===== src/rtl/seg_scan_ctrl.sv =====
// seg_scan_ctrl: multiplexed 4-digit scan controller with a shadow/display buffer that swaps only at frame boundaries.
// Optional feature macro SEG_LEADING_ZERO_BLANK_EN: when defined, leading zero digits 3..1 are kept dark.
module seg_scan_ctrl #(
  parameter int DIV       = 50000,
  parameter int BLANK_CYC = 4
) (
  input  logic        clk,
  input  logic        rst,
  input  logic        enable,
  input  logic        load,
  input  logic [15:0] value,
  input  logic [3:0]  dp_in,
  output logic [3:0]  nib_out,
  output logic [3:0]  an_n,
  output logic        dp_n,
  output logic [1:0]  digit_idx,
  output logic        frame_done
);
  localparam int MX = DIV > BLANK_CYC ? DIV : BLANK_CYC;
  localparam int CW = MX > 1 ? $clog2(MX) : 1;
  typedef enum logic [1:0] {IDLE, GUARD, ON} state_t;
  state_t      state_q;
  logic [CW-1:0] cnt_q;
  logic [1:0]  idx_q, nxt_idx;
  logic [3:0]  an_q, nib_q, sdp_q, ddp_q, sdp_d, ddp_d;
  logic        dp_q, fd_q, pend_q, pend_d, xfer, blk;
  logic [15:0] shd_q, dsp_q, shd_d, dsp_d;
  assign nib_out    = nib_q;
  assign an_n       = an_q;
  assign dp_n       = dp_q;
  assign digit_idx  = idx_q;
  assign frame_done = fd_q;
  // A load coinciding with a transfer passes straight through because shd_d already holds it.
  always_comb begin
    shd_d   = load ? value : shd_q;
    sdp_d   = load ? dp_in : sdp_q;
    xfer    = state_q == IDLE || fd_q;
    dsp_d   = xfer ? shd_d : dsp_q;
    ddp_d   = xfer ? sdp_d : ddp_q;
    pend_d  = !xfer && (pend_q || load);
    nxt_idx = idx_q + 2'd1;
`ifdef SEG_LEADING_ZERO_BLANK_EN
    blk     = idx_q != 2'd0 && (dsp_d >> {idx_q, 2'b00}) == 16'd0;
`else
    blk     = 1'b0;
`endif
  end
  always_ff @(posedge clk) begin
    if (rst) begin
      state_q <= IDLE;
      cnt_q   <= '0;
      idx_q   <= 2'd0;
      an_q    <= 4'hF;
      dp_q    <= 1'b1;
      nib_q   <= 4'd0;
      fd_q    <= 1'b0;
      shd_q   <= 16'd0;
      dsp_q   <= 16'd0;
      sdp_q   <= 4'd0;
      ddp_q   <= 4'd0;
      pend_q  <= 1'b0;
    end else begin
      shd_q  <= shd_d;
      dsp_q  <= dsp_d;
      sdp_q  <= sdp_d;
      ddp_q  <= ddp_d;
      pend_q <= pend_d;
      fd_q   <= 1'b0;
      if (!enable) begin
        state_q <= IDLE;
        cnt_q   <= '0;
        idx_q   <= 2'd0;
        an_q    <= 4'hF;
        dp_q    <= 1'b1;
        nib_q   <= dsp_d[3:0];
      end else begin
        case (state_q)
          IDLE: begin
            state_q <= GUARD;
            cnt_q   <= '0;
            idx_q   <= 2'd0;
            an_q    <= 4'hF;
            dp_q    <= 1'b1;
            nib_q   <= dsp_d[3:0];
          end
          GUARD: begin
            nib_q <= dsp_d[{idx_q, 2'b00} +: 4];
            if (cnt_q == CW'(BLANK_CYC - 1)) begin
              state_q <= ON;
              cnt_q   <= '0;
              an_q    <= blk ? 4'hF : ~(4'b0001 << idx_q);
              dp_q    <= blk | ~ddp_d[idx_q];
            end else begin
              cnt_q <= cnt_q + 1'b1;
            end
          end
          default: begin
            if (cnt_q == CW'(DIV - 1)) begin
              state_q <= GUARD;
              cnt_q   <= '0;
              idx_q   <= nxt_idx;
              an_q    <= 4'hF;
              dp_q    <= 1'b1;
              nib_q   <= dsp_d[{nxt_idx, 2'b00} +: 4];
            end else begin
              cnt_q <= cnt_q + 1'b1;
              fd_q  <= idx_q == 2'd3 && cnt_q == CW'(DIV - 2);
            end
          end
        endcase
      end
    end
  end
endmodule


===== config.mk =====
export PLATFORM = sky130hd
export DESIGN_NAME = seg_scan_ctrl
export DESIGN_NICKNAME = d
export VERILOG_FILES = /design/src/rtl/seg_scan_ctrl.sv
export SDC_FILE = /design/constraint.sdc
export NUM_CORES = 1
export LEC_CHECK = 0
export CAP_MARGIN = 20
export CELL_PAD_IN_SITES_DETAIL_PLACEMENT = 0
export CELL_PAD_IN_SITES_GLOBAL_PLACEMENT = 1
export CORE_MARGIN = 2
export CORE_UTILIZATION = 35
export CTS_BUF_LIST = sky130_fd_sc_hd__clkbuf_2 sky130_fd_sc_hd__clkbuf_4 sky130_fd_sc_hd__clkbuf_8
export CTS_CLUSTER_SIZE = 30
export DETAILED_ROUTE_END_ITERATION = 6
export DONT_BUFFER_PORTS = 1
export PLACE_DENSITY_LB_ADDON = 0.1
export SYNTH_ARGS = -nofsm -noshare
export SYNTH_HDL_FRONTEND = slang
export SYNTH_SLANG_ARGS = --single-unit

===== constraint.sdc =====
create_clock -name clk -period 2.1 [get_ports clk]
set_input_delay 0.525 -clock clk [delete_from_list [all_inputs] [get_ports clk]]
set_output_delay 0.525 -clock clk [all_outputs]
set_load 0.05 [all_outputs]

# Word level (Yosys, flattened, before mapping)
# Cells that the tools add are included.
dict set report totals {
  reg_bits 70
  inputBits 24
  out_inout_bits 12
  elab_cells 60
}
dict set report op_classes {
  n_addsub 2
  order_cmp 1
  n_eq_ne 7
  shift 3
  n_mux 23
  bitwise_logic 4
  n_reduce_logical 9
}
# op n
set op_table {}
lappend op_table {{two-way mux 16 bit} 4}
lappend op_table {{== test 16 bit, second input constant} 2}
lappend op_table {{one-hot mux 16 bit (2 select lines)} 1}
lappend op_table {{variable part select 16 x 5 -> 4 bit} 2}
lappend op_table {{two-way mux 4 bit} 6}
lappend op_table {{adder 16 x 1 -> 16 bit, second input constant} 1}
lappend op_table {{== test 16 x 2 -> 1 bit, second input constant} 1}
lappend op_table {{one-hot mux 4 bit (2 select lines)} 2}
lappend op_table {{one-hot mux 2 bit (2 select lines)} 2}
lappend op_table {{two-way mux 2 bit} 3}
lappend op_table {{OR reduction 5 bit} 1}
lappend op_table {{inequality test 4 x 1 -> 1 bit, second input constant} 1}
lappend op_table {{inverter 4 bit} 1}
lappend op_table {{AND reduction 2 bit} 2}
lappend op_table {{<< shifter 1 x 2 -> 4 bit, first input constant} 1}
lappend op_table {{less-than comparator 2 x 3 -> 1 bit, second input constant} 1}
lappend op_table {{two-way mux 1 bit} 3}
lappend op_table {{inverter 1 bit} 3}
lappend op_table {{nonzero test 3 bit} 1}
lappend op_table {{adder 2 x 1 -> 2 bit, second input constant} 1}
lappend op_table {{binary-select mux 1 bit (select 2 bit)} 1}
lappend op_table {{== test 2 x 1 -> 1 bit, second input constant} 1}
lappend op_table {{== test 2 bit, second input constant} 1}
lappend op_table {{zero test 2 bit} 1}
lappend op_table {{other kinds (6)} 6}

# Depth between registers and ports, before layout
# Gate-level depths: netlist of the first run.
dict set report logic_depth {
  word_depth 8
  ltp_mapped 9
  mapped_depth_nobuf 7
}

# Worst setup path before layout of the first run
# OpenSTA, ideal clock, no wires.
dict set report synth_path {
  kind {register to register}
  from {reg idx_q[0] (netlist: digit_idx[0])}
  to {reg nib_q[3] (netlist: nib_out[3])}
  setup_ns 0.083
  t_arrival_ns 2.123
  t_required_ns 2.017
  slack_ns -0.106
  stages_incl_launch_ff 7
  n_path_buf 0
  period_less_slack_ns 2.206
  cell_sequence {dfxtp_1 -> inv_2 -> ha_1 -> nand2_1 -> o21ai_1 -> mux4_2 -> o221ai_1}
}
dict set report synth_via {
  elab_chain_len 5
  word_cells_on_any_way 6
  classes_between {add/sub: 1; shift: 2; mux: 3}
}
# item line_no
set synth_lines {}
lappend synth_lines {{from (decl)} 24} ;# logic [1:0] idx_q, nxt_idx;
lappend synth_lines {{from (signal assigned)} 101} ;# idx_q <= nxt_idx;
lappend synth_lines {{adder 2 x 1 -> 2 bit} 41} ;# nxt_idx = idx_q + 2'd1;
lappend synth_lines {{variable part select 16 x 5 -> 4 bit} 104} ;# nib_q <= dsp_d[{nxt_idx, 2'b00} +: 4];
lappend synth_lines {{two-way mux 4 bit} 98} ;# if (cnt_q == CW'(DIV - 1)) begin
lappend synth_lines {{one-hot mux 4 bit (2 select lines) *} 77} ;# case (state_q)
lappend synth_lines {{two-way mux 4 bit *} 69} ;# if (!enable) begin
lappend synth_lines {{to (signal assigned)} 75} ;# nib_q <= dsp_d[3:0];
lappend synth_lines {{to (signal assigned)} 84} ;# nib_q <= dsp_d[3:0];
lappend synth_lines {{to (signal assigned)} 104}
lappend synth_lines {{to (decl)} 25} ;# logic [3:0] an_q, nib_q, sdp_q, ddp_q, sdp_d, ddp_d;
# Every way passes the cells marked *; elsewhere a longest branch is shown, timed or not. The select of a mux whose other input is x is not followed.
# A chain may end at the register's enable or synchronous reset.

# Worst setup path after layout of the first run
dict set report layout_path {
  from {reg cnt_q[0]}
  to {reg an_q[1] (netlist: an_n[1])}
}
dict set report layout_via {
  elab_chain_len 3
  word_cells_on_any_way 5
  classes_between {eq/ne: 3; reduce/logical: 2}
}
# item line_no
set layout_lines {}
lappend layout_lines {{from (decl)} 23} ;# logic [CW-1:0] cnt_q;
lappend layout_lines {{from (signal assigned)} 94} ;# cnt_q <= cnt_q + 1'b1;
lappend layout_lines {{from (signal assigned)} 106} ;# cnt_q <= cnt_q + 1'b1;
lappend layout_lines {{== test 16 x 2 -> 1 bit or == test 16 bit (tied branches)} {88, 98}}
lappend layout_lines {{inequality test 2 bit (no source line) or nonzero test 3 bit (tied branches)} n/a}
lappend layout_lines {{AND reduction 2 bit (no source line) *} n/a}
lappend layout_lines {{to (signal assigned)} 91} ;# an_q <= blk ? 4'hF : ~(4'b0001 << idx_q);
lappend layout_lines {{to (decl)} 25}
# Every way passes the cells marked *; elsewhere a longest branch is shown, timed or not.

==> results of run 1 <==
## flip-flops by register name (all words and copies together) (netlist names)
| name | cells |
|---|---|
| digit_idx | 2 |
| cnt_q | 16 |
| frame_done | 1 |
| dsp_q | 16 |
| sdp_q | 4 |
| shd_q | 16 |
| ddp_q | 4 |
| an_n | 4 |
| nib_out | 4 |
| state_q | 2 |
| dp_n | 1 |
## per-stage QoR
step | utilization | setup WS (ns) | total power [W]
3_3_place_gp | 0.3802 | 0.2406 | 0.001657
5_1_grt | 0.4024 | 0.06943 | 0.002763
4_1_cts | 0.4017 | 0.1338 | 0.002668
2_1_floorplan | - | 0.1306 | 0.001638
3_5_place_dp | 0.3802 | 0.1564 | 0.001659
6_report | 0.4024 | 0.2402 | 0.002627
## final timing paths
check / endpoint / cells past startpoint / slack [ns]
max: an_n[1]$_SDFFE_PP1P_ / 8 / 0.24
min: shd_q[7]$_SDFF_PP0_ / 1 / 0.25
max reg2reg: an_n[1]$_SDFFE_PP1P_ / 8 / 0.24
min reg2reg: cnt_q[0]$_SDFF_PP0_ / 1 / 0.48
## final cells by class
class,count,area share
Clock buffer,13,0.05196
Clock inverter,1,0.001506
Inverter,3,0.003389
Multi-Input combinational cell,233,0.4533
Sequential cell,70,0.4224
Tap cell,105,0.03953
Timing Repair Buffer,9,0.02786
## logic make-up after synthesis
group | Yosys count
compound gates | 44
xor+xnor | 16
fa+ha+maj | 6
mux | 33
buf+inv | 19
flops | 70
simple gates | 134
## synth_stat cells
master / instances
mux2i_1: 26
nor4_1: 2
o31ai_1: 2
dfxtp_1: 70
nand2_1: 33
clkbuf_1: 5
nor2b_1: 3
nor3_1: 4
o21ai_1: 17
or2b_4: 1
o211a_1: 1
mux4_2: 5
nor4b_1: 1
a22oi_1: 2
buf_6: 1
inv_1: 2
o21bai_1: 1
o221ai_1: 2
a211oi_1: 6
ha_1: 6
buf_2: 7
o21ai_0: 1
xnor2_2: 1
mux2_1: 2
nand2b_1: 3
xnor2_1: 6
nor2_1: 69
o32a_1: 1
buf_4: 3
nor4_2: 1
xor2_1: 9
a21oi_1: 6
inv_2: 1
nand3_1: 10
and4_1: 3
nor2b_2: 1
a31oi_1: 1
and3_1: 3
a2bb2oi_1: 4
## power by group through the flow
stage	Sequential, W	Combinational [W]	Clock, W
after floorplan	0.00146	0.000181	0
after global placement	0.00147	0.000192	0
after detailed placement	0.00147	0.000194	0
after CTS	0.00143	0.000194	0.00104
after global routing	0.00144	0.000215	0.00111
final	0.00143	0.000190	0.00100
## layer usage
metal  part of all wire  routed length, um
met1               0.48               2914
met2               0.45               2701
met3              0.061                371
met4              0.013                 80
met5                  0                  0
==> results.json, run 1 <==
{
  "status": "finished, final reports clean",
  "vias": 2158,
  "ys_warn_count": 0,
  "worst-path-buf-inv": 1,
  "yosys.area_share.xor_xnor": 0.04939,
  "path_cells": "ha_1 > nor4b_2 > and4_1 > or2b_4 > o21ai_1 > nand2_1 > buf_12 > a2bb2oi_1",
  "post-route-period-util": 0.8856,
  "period_minus_slack_ns": 1.860,
  "area_growth_pct": 11.18,
  "switching_share": 0.2363,
  "worstSetupPathType": "register to register",
  "multi_input_area_um2": 1506,
  "mostFrequentLayoutCells": "69 x nor2_1, 68 x dfxtp_1, 33 x nand2_1",
  "row_count": 33,
  "synthMuxAreaShare": 0.1323,
  "die_x_um": 96.42,
  "cp_top_family": "simple AND/OR/NAND/NOR gates",
  "core_um2": 8258,
  "hp-start": "rst",
  "syn_avg_cell_area_um2": 9.283,
  "antenna_left": 0,
  "ir_drop_v": 0.0002483,
  "yosys.area_share.simple": 0.1972,
  "ys_seq_area_frac": 0.4688,
  "mostFrequentLayoutCell": "nor2_1",
  "maxCapViolations": 0,
  "gp_congestion": 0.7956,
  "groute.layer.met2.usage": 0.2182,
  "hpwl_um": 4259,
  "crit_path_end_kind": "register",
  "die_y_um": 96.42,
  "syn_inst": 322,
  "synth_top_area_frac": 0.4688,
  "cts-resized-gates": 0,
  "fmax_mhz": 537.7,
  "grt_pass1_wl_um": 10050,
  "grt_max_degree": 44,
  "min_path_type": "input pin to register",
  "finClkSkew_ns": 0.005917,
  "synthDistinctLibCells": 39,
  "first_pass_iters": 4,
  "grt.met1_usage": 0.1828,
  "tns_ns": 0,
  "final_cell_count_no_fill": 434,
  "clk_path_buf_depth": 2,
  "synth_top_family_by_area": "simple AND/OR/NAND/NOR gates",
  "num_io_pins": 36,
  "gr-usage-met3": 0.05508,
  "hold-worst-slack_ns": 0.2517,
  "start_util": 0.3620,
  "synth_area_leader_cell": "dfxtp_1",
  "grt.total_usage": 0.1432,
  "dieArea_um2": 9296,
  "drt_iter0_markers": 37,
  "clk_pin_slew_ns": 0.07,
  "tightest_slew_ns": 0.5593,
  "port_buffers": 0,
  "drive_gt1_frac": 0.1125,
  "critPathRequiredTime_ns": 2.36,
  "cts_setup_buffers": 0,
  "slew_viol_final": 0,
  "cts-htree-levels": 3,
  "switchingPower_w": 0.0006207,
  "worstPathMaxFanout": 20,
  "p_int_w": 0.002006,
  "synth_area_um2": 2989,
  "grt_pass1_vias": 2112,
  "wl_per_cell_um": 13.98,
  "clock_tree.root_cell": "clkbuf_8",
  "finalSetupViolations": 0,
  "synth_area_leaders": "dfxtp_1 47%, mux2i_1 8.7%, nor2_1 8.7%",
  "cp-startpoint": "cnt_q[0]$_SDFF_PP0_",
  "numCtsBuffers": 9,
  "synth_nets": 352,
  "synth_compound_area_frac": 0.09418,
  "cellPowerDensity_nw_per_um2": 790.4,
  "clkPwrFrac": 0.382,
  "clock_latency_ns": 0.34,
  "cp-start-kind": "register",
  "synth_seq_cells": 70,
  "r2r_start": "cnt_q[0]$_SDFF_PP0_",
  "postLayoutCellArea_um2": 3323,
  "hold_violations": 0,
  "nets": 356,
  "place_area_um2": 3139,
  "cts_tree": "yes",
  "p_comb_frac": 0.072,
  "nFillCells": 877,
  "crit_path_top_delay_cell": "dfxtp_1",
  "cpPeakStageDelay_ns": 0.40,
  "worstPathArrival_ns": 2.12,
  "wl_um": 6068,
  "cts_hold_buf": 0,
  "cts.sinks": 70,
  "antenna_found_initial": 0,
  "dp_cells": 420,
  "drc": 0,
  "synth_fa_ha_area_frac": 0.02512,
  "vias_per_cell": 4.972,
  "n_antenna_cell": 0,
  "top_usage_layer": "met2",
  "gr-total-overflow": 0,
  "seqPwrFrac": 0.546,
  "seq_area_um2": 1404,
  "grt_setup_unrepaired": "no",
  "p_leak_nw": 1.341,
  "slew_headroom": 0.6266
}
(Power assumes the default switching activity.)
==> run 2, diff against run 1 <==
Settings changed: CORE_UTILIZATION 35 to 43, CTS_CLUSTER_SIZE 30 to 10.
==> results.json, run 2 (same netlist as run 1, synthesis figures left out) <==
{
  "worstPathMaxFanout": 16,
  "reg2reg_slack_ns": 0.23,
  "start_util": 0.4424,
  "cts.sinks": 70,
  "r2r_start": "cnt_q[0]$_SDFF_PP0_",
  "ir_drop_v": 0.0003545,
  "grt_pass1_vias": 2065,
  "hpwl_um": 4152,
  "clkPwrFrac": 0.455,
  "p_int_w": 0.002315,
  "n_antenna_cell": 0,
  "cellPowerDensity_nw_per_um2": 888.5,
  "period_minus_slack_ns": 1.866,
  "worstSetupPathType": "register to register",
  "slew_viol_final": 0,
  "rr_endpoint": "cnt_q[3]$_SDFF_PP0_",
  "clk_path_buf_depth": 2,
  "area_growth_pct": 12.10,
  "clk_pin_slew_ns": 0.08,
  "seqPwrFrac": 0.482,
  "cpPeakStageDelay_ns": 0.40,
  "gr-total-overflow": 0,
  "fmax_mhz": 535.8,
  "p_leak_nw": 1.355,
  "first_pass_iters": 4,
  "cts_setup_buffers": 0,
  "mostFrequentLayoutCell": "nor2_1",
  "port_buffers": 0,
  "antenna_found_initial": 0,
  "vias_per_cell": 5.239,
  "mostFrequentLayoutCells": "69 x nor2_1, 68 x dfxtp_1, 33 x nand2_1",
  "clock_tree.root_cell": "clkbuf_8",
  "crit_path_end_kind": "register",
  "cts_tree": "yes",
  "gp_congestion": 0.7908,
  "nets": 355,
  "num_io_pins": 36,
  "critPathRequiredTime_ns": 2.33,
  "reg.largest.list": "cnt_q x16, dsp_q x16, shd_q x16",
  "min_path_type": "input pin to register",
  "die_y_um": 87.38,
  "grt_pass1_wl_um": 10090,
  "min_delay_path_depth": 1,
  "drc": 0,
  "slew_headroom": 0.6360,
  "final_cell_count_no_fill": 410,
  "drt_iter0_markers": 83,
  "grt_max_degree": 44,
  "cp-start-kind": "register",
  "numCtsBuffers": 9,
  "hold_violations": 0,
  "grt_setup_unrepaired": "no",
  "dp_slack_ns": 0.07018,
  "hp-start": "rst",
  "row_count": 30,
  "wl_per_cell_um": 14.58,
  "dp_cells": 394,
  "crit_path_top_delay_cell": "dfxtp_1",
  "vias": 2148,
  "clock_latency_ns": 0.35,
  "p_comb_frac": 0.063,
  "tightest_slew_ns": 0.5452,
  "finClkSkew_ns": 0.01052,
  "post-route-period-util": 0.8887,
  "drive_gt1_frac": 0.1212,
  "status": "finished, final reports clean",
  "finalSetupViolations": 0,
  "antenna_left": 0,
  "tns_ns": 0,
  "switching_share": 0.2224,
  "hold-worst-slack_ns": 0.2340,
  "die_x_um": 87.38,
  "setup_ws_ns": 0.2336,
  "maxCapViolations": 0,
  "switchingPower_w": 0.0006620,
  "cts-htree-levels": 3,
  "nFillCells": 690,
  "wl_um": 5976,
  "core_um2": 6756,
  "path_cells": "ha_2 > nor4b_2 > and4_4 > or2b_4 > o21ai_1 > nand2_1 > buf_4 > nor2_1",
  "dieArea_um2": 7634,
  "hold_end": "shd_q[5]$_SDFF_PP0_",
  "r2r.worst_path.cells": 8,
  "worstPathArrival_ns": 2.10,
  "grt.total_usage": 0.1721
}
[run 2: cell count changes in the layout (fill, tap and decap cells not counted)]
cell        change
bufinv_16       +3
clkbuf_8        -2
and4_1          -1
and4_4          +1
buf_12          -1
clkinv_2        -1
clkinv_4        +1
clkinvlp_4      +1
ha_1            -1
ha_2            +1
[run 2: worst max path at each step]
stage / slack, ns / end / from
after floorplan: 0.13 / nib_out[3]$_SDFFE_PP0P_ / digit_idx[1]$_SDFFE_PP0P_
after global placement: 0.23 / cnt_q[13]$_SDFF_PP0_ / cnt_q[0]$_SDFF_PP0_
after detailed placement: 0.07 / cnt_q[13]$_SDFF_PP0_ / cnt_q[0]$_SDFF_PP0_
after CTS: 0.06 / cnt_q[3]$_SDFF_PP0_ / cnt_q[0]$_SDFF_PP0_
after global routing: 0.05 / cnt_q[3]$_SDFF_PP0_ / cnt_q[0]$_SDFF_PP0_
final: 0.23 / cnt_q[3]$_SDFF_PP0_ / cnt_q[0]$_SDFF_PP0_
[run 2: worst max-delay path, delay by kind of cell, from the launching register on]
kind | cells | cell delay (ns)
flip-flops | 1 | 0.40
AND/OR/NAND/NOR | 5 | 0.84
adder cells (fa/ha/maj) | 1 | 0.24
buffers and inverters | 1 | 0.21
AO/OA/AOI/OAI | 1 | 0.06
[run 2: what timing repair did]
item | CTS | global route
gates resized for setup | 0 | 4
hold buffers | 0 | 0
setup endpoints to repair | 0 | 25
hold endpoints to repair | 0 | 0
[run 2: power by group through the flow]
stage                     logic (W)  clock network [W]  registers (W)
after floorplan            0.000181                  0        0.00146
after global placement     0.000190                  0        0.00146
after detailed placement   0.000192                  0        0.00147
after CTS                  0.000193            0.00139        0.00143
after global routing       0.000215            0.00145        0.00144
final                      0.000188            0.00136        0.00143
[run 2: area by class of cell]
class	instances	area (um2)	area share
multi-input cells	233	1511	0.4511
flip-flops and latches	70	1404	0.4190
clock buffers	11	145.1	0.04332
clock inverters	5	106.4	0.03174
well taps	80	100.1	0.02987
repair buffers	8	72.57	0.02166
inverters	3	11.26	0.003361
[run 2: layer usage]
layer	wire, um	track usage	up-vias
li1	-	-	1113
met2	2651	0.2617	31
met1	2913	0.2262	992
met3	272	0.04171	12
met5	0	0	-
met4	139	0.08811	0
[run 2: stage by stage]
stage          utilization  power [W]  cell area (um2)
2_1_floorplan            -   0.001638             2992
3_3_place_gp        0.4570   0.001654             3088
3_5_place_dp        0.4570   0.001657             3088
4_1_cts             0.4943   0.003014             3339
5_1_grt             0.4959   0.003101             3351
6_report            0.4959   0.002977             3351
==> run 3, diff against run 2 <==
Clock period 2.1 ns to 2 ns, I/O delays scaled along.
==> results.json, run 3 (same netlist as run 1, synthesis figures left out) <==
{
  "cp-start-kind": "register",
  "num_io_pins": 36,
  "start_util": 0.4424,
  "finClkSkew_ns": 0.007869,
  "antenna_left": 0,
  "n_antenna_cell": 0,
  "vias_per_cell": 5.219,
  "crit_path_top_delay_cell": "dfxtp_1",
  "worst-path-buf-inv": 1,
  "clk_pin_slew_ns": 0.08,
  "hold_violations": 0,
  "gr-total-overflow": 0,
  "r2r_start": "cnt_q[0]$_SDFF_PP0_",
  "gr-usage-met3": 0.04455,
  "cp_top_family": "simple AND/OR/NAND/NOR gates",
  "nFillCells": 665,
  "core_um2": 6756,
  "cp-startpoint": "cnt_q[0]$_SDFF_PP0_",
  "switching_share": 0.2292,
  "slew_viol_final": 0,
  "dieArea_um2": 7634,
  "p_leak_nw": 1.383,
  "die_y_um": 87.38,
  "port_buffers": 0,
  "tns_ns": 0,
  "numCtsBuffers": 9,
  "nets": 360,
  "area_growth_pct": 13.02,
  "wl_per_cell_um": 14.76,
  "postLayoutCellArea_um2": 3378,
  "grt.total_usage": 0.1780,
  "antenna_found_initial": 0,
  "mostFrequentLayoutCells": "69 x nor2_1, 68 x dfxtp_1, 33 x nand2_1",
  "worstSetupPathType": "register to register",
  "post-route-period-util": 0.9255,
  "fin_util": 0.5000,
  "path_cells": "ha_1 > nor4b_2 > and4_2 > or2b_4 > o21ai_1 > nand2_1 > buf_12 > o32a_1",
  "wl_um": 6126,
  "min_path_type": "input pin to register",
  "ir_drop_v": 0.0003139,
  "cpPeakStageDelay_ns": 0.35,
  "vias": 2166,
  "grt_max_degree": 44,
  "crit_path_end_kind": "register",
  "drc": 0,
  "groute.layer.met2.usage": 0.2610,
  "cts.sinks": 70,
  "hp-start": "rst",
  "drive_gt1_frac": 0.1313,
  "grt_pass1_wl_um": 10570,
  "top_usage_layer": "met2",
  "period_minus_slack_ns": 1.851,
  "p_comb_frac": 0.066,
  "mostFrequentLayoutCell": "nor2_1",
  "gp_congestion": 0.7695,
  "status": "finished, final reports clean",
  "reg.largest.list": "cnt_q x16, dsp_q x16, shd_q x16",
  "worstPathMaxFanout": 12,
  "clock_tree.root_cell": "clkbuf_8",
  "row_count": 30,
  "worstPathArrival_ns": 2.09,
  "clock_latency_ns": 0.34,
  "switchingPower_w": 0.0006912,
  "hpwl_um": 4240,
  "hold-worst-slack_ns": 0.2172,
  "slew_headroom": 0.6323,
  "die_x_um": 87.38,
  "clkPwrFrac": 0.434,
  "drt_iter0_markers": 48,
  "place_area_um2": 3131,
  "fmax_mhz": 540.3,
  "cts_tree": "yes",
  "tightest_slew_ns": 0.5509,
  "clk_path_buf_depth": 2,
  "critPathRequiredTime_ns": 2.23,
  "maxCapViolations": 0,
  "cellPowerDensity_nw_per_um2": 892.5,
  "seqPwrFrac": 0.500,
  "cts-htree-levels": 3,
  "grt_pass1_vias": 2158,
  "p_int_w": 0.002324,
  "power_w": 0.003015,
  "first_pass_iters": 4,
  "finalSetupViolations": 0,
  "grt_setup_unrepaired": "no",
  "grt.met1_usage": 0.2420
}
==> run 3: changes by cell type in the layout (fill, tap and decap cells not counted) <==
cell | previous run | this run
and4_2 | 0 | 1
and4_4 | 1 | 0
buf_12 | 1 | 2
buf_4 | 7 | 11
bufinv_16 | 3 | 2
clkbuf_4 | 1 | 0
clkbuf_8 | 10 | 11
clkinv_2 | 0 | 1
ha_1 | 5 | 6
ha_2 | 1 | 0
==> run 3: final timing paths <==
kind / cells past startpoint / slack, ns / endpoint
hold reg to reg: 1 / 0.48 / cnt_q[0]$_SDFF_PP0_
setup reg to reg: 8 / 0.15 / dp_n$_SDFFE_PP1P_
hold / removal: 1 / 0.22 / shd_q[12]$_SDFF_PP0_
setup / recovery: 8 / 0.15 / dp_n$_SDFFE_PP1P_
==> run 3: layout make-up <==
| class | count | area, um2 | share of cell area |
|---|---|---|---|
| repair buffers | 13 | 122.6 | 0.03630 |
| clock inverters | 5 | 81.33 | 0.02407 |
| multi-input cells | 233 | 1508 | 0.4463 |
| well taps | 80 | 100.1 | 0.02963 |
| inverters | 3 | 11.26 | 0.003333 |
| flip-flops and latches | 70 | 1404 | 0.4156 |
| clock buffers | 11 | 151.4 | 0.04481 |
==> run 3: worst register-to-register path: cells and delay by family, from the launching register on <==
kind / cells / cell delay [ns]
AOI/OAI and AO/OA: 2 / 0.24
adders and majority gates: 1 / 0.21
buffers and inverters: 1 / 0.17
DFF: 1 / 0.35
and+or+nand+nor: 4 / 0.78
==> run 3: power groups by stage <==
stage                     logic, W  registers, W  clock network [W]
after floorplan           0.000190       0.00153                  0
after CTS                 0.000203       0.00151            0.00134
after detailed placement  0.000203       0.00154                  0
after global routing      0.000229       0.00151            0.00139
after global placement    0.000201       0.00154                  0
final                     0.000199       0.00151            0.00131
==> run 3: repair_timing <==
item / in CTS / in global routing
hold buffers: 0 / 0
endpoints found under the setup margin: 0 / 23
setup buffers: 0 / 1
gates resized for setup: 0 / 2
==> run 3: metal layers <==
layer / share of wire / wire (um)
met3: 0.049 / 298
met1: 0.49 / 3024
met4: 0.020 / 121
met5: 0 / 0
met2: 0.44 / 2682
==> run 3: through the flow <==
| stage | setup WS [ns] | cells |
|---|---|---|
| after floorplan | 0.03059 | 322 |
| after global placement | 0.1527 | 398 |
| after detailed placement | 0.09531 | 398 |
| after CTS | 0.07316 | 414 |
| after global routing | 0.03454 | 415 |
| final | 0.1490 | 415 |
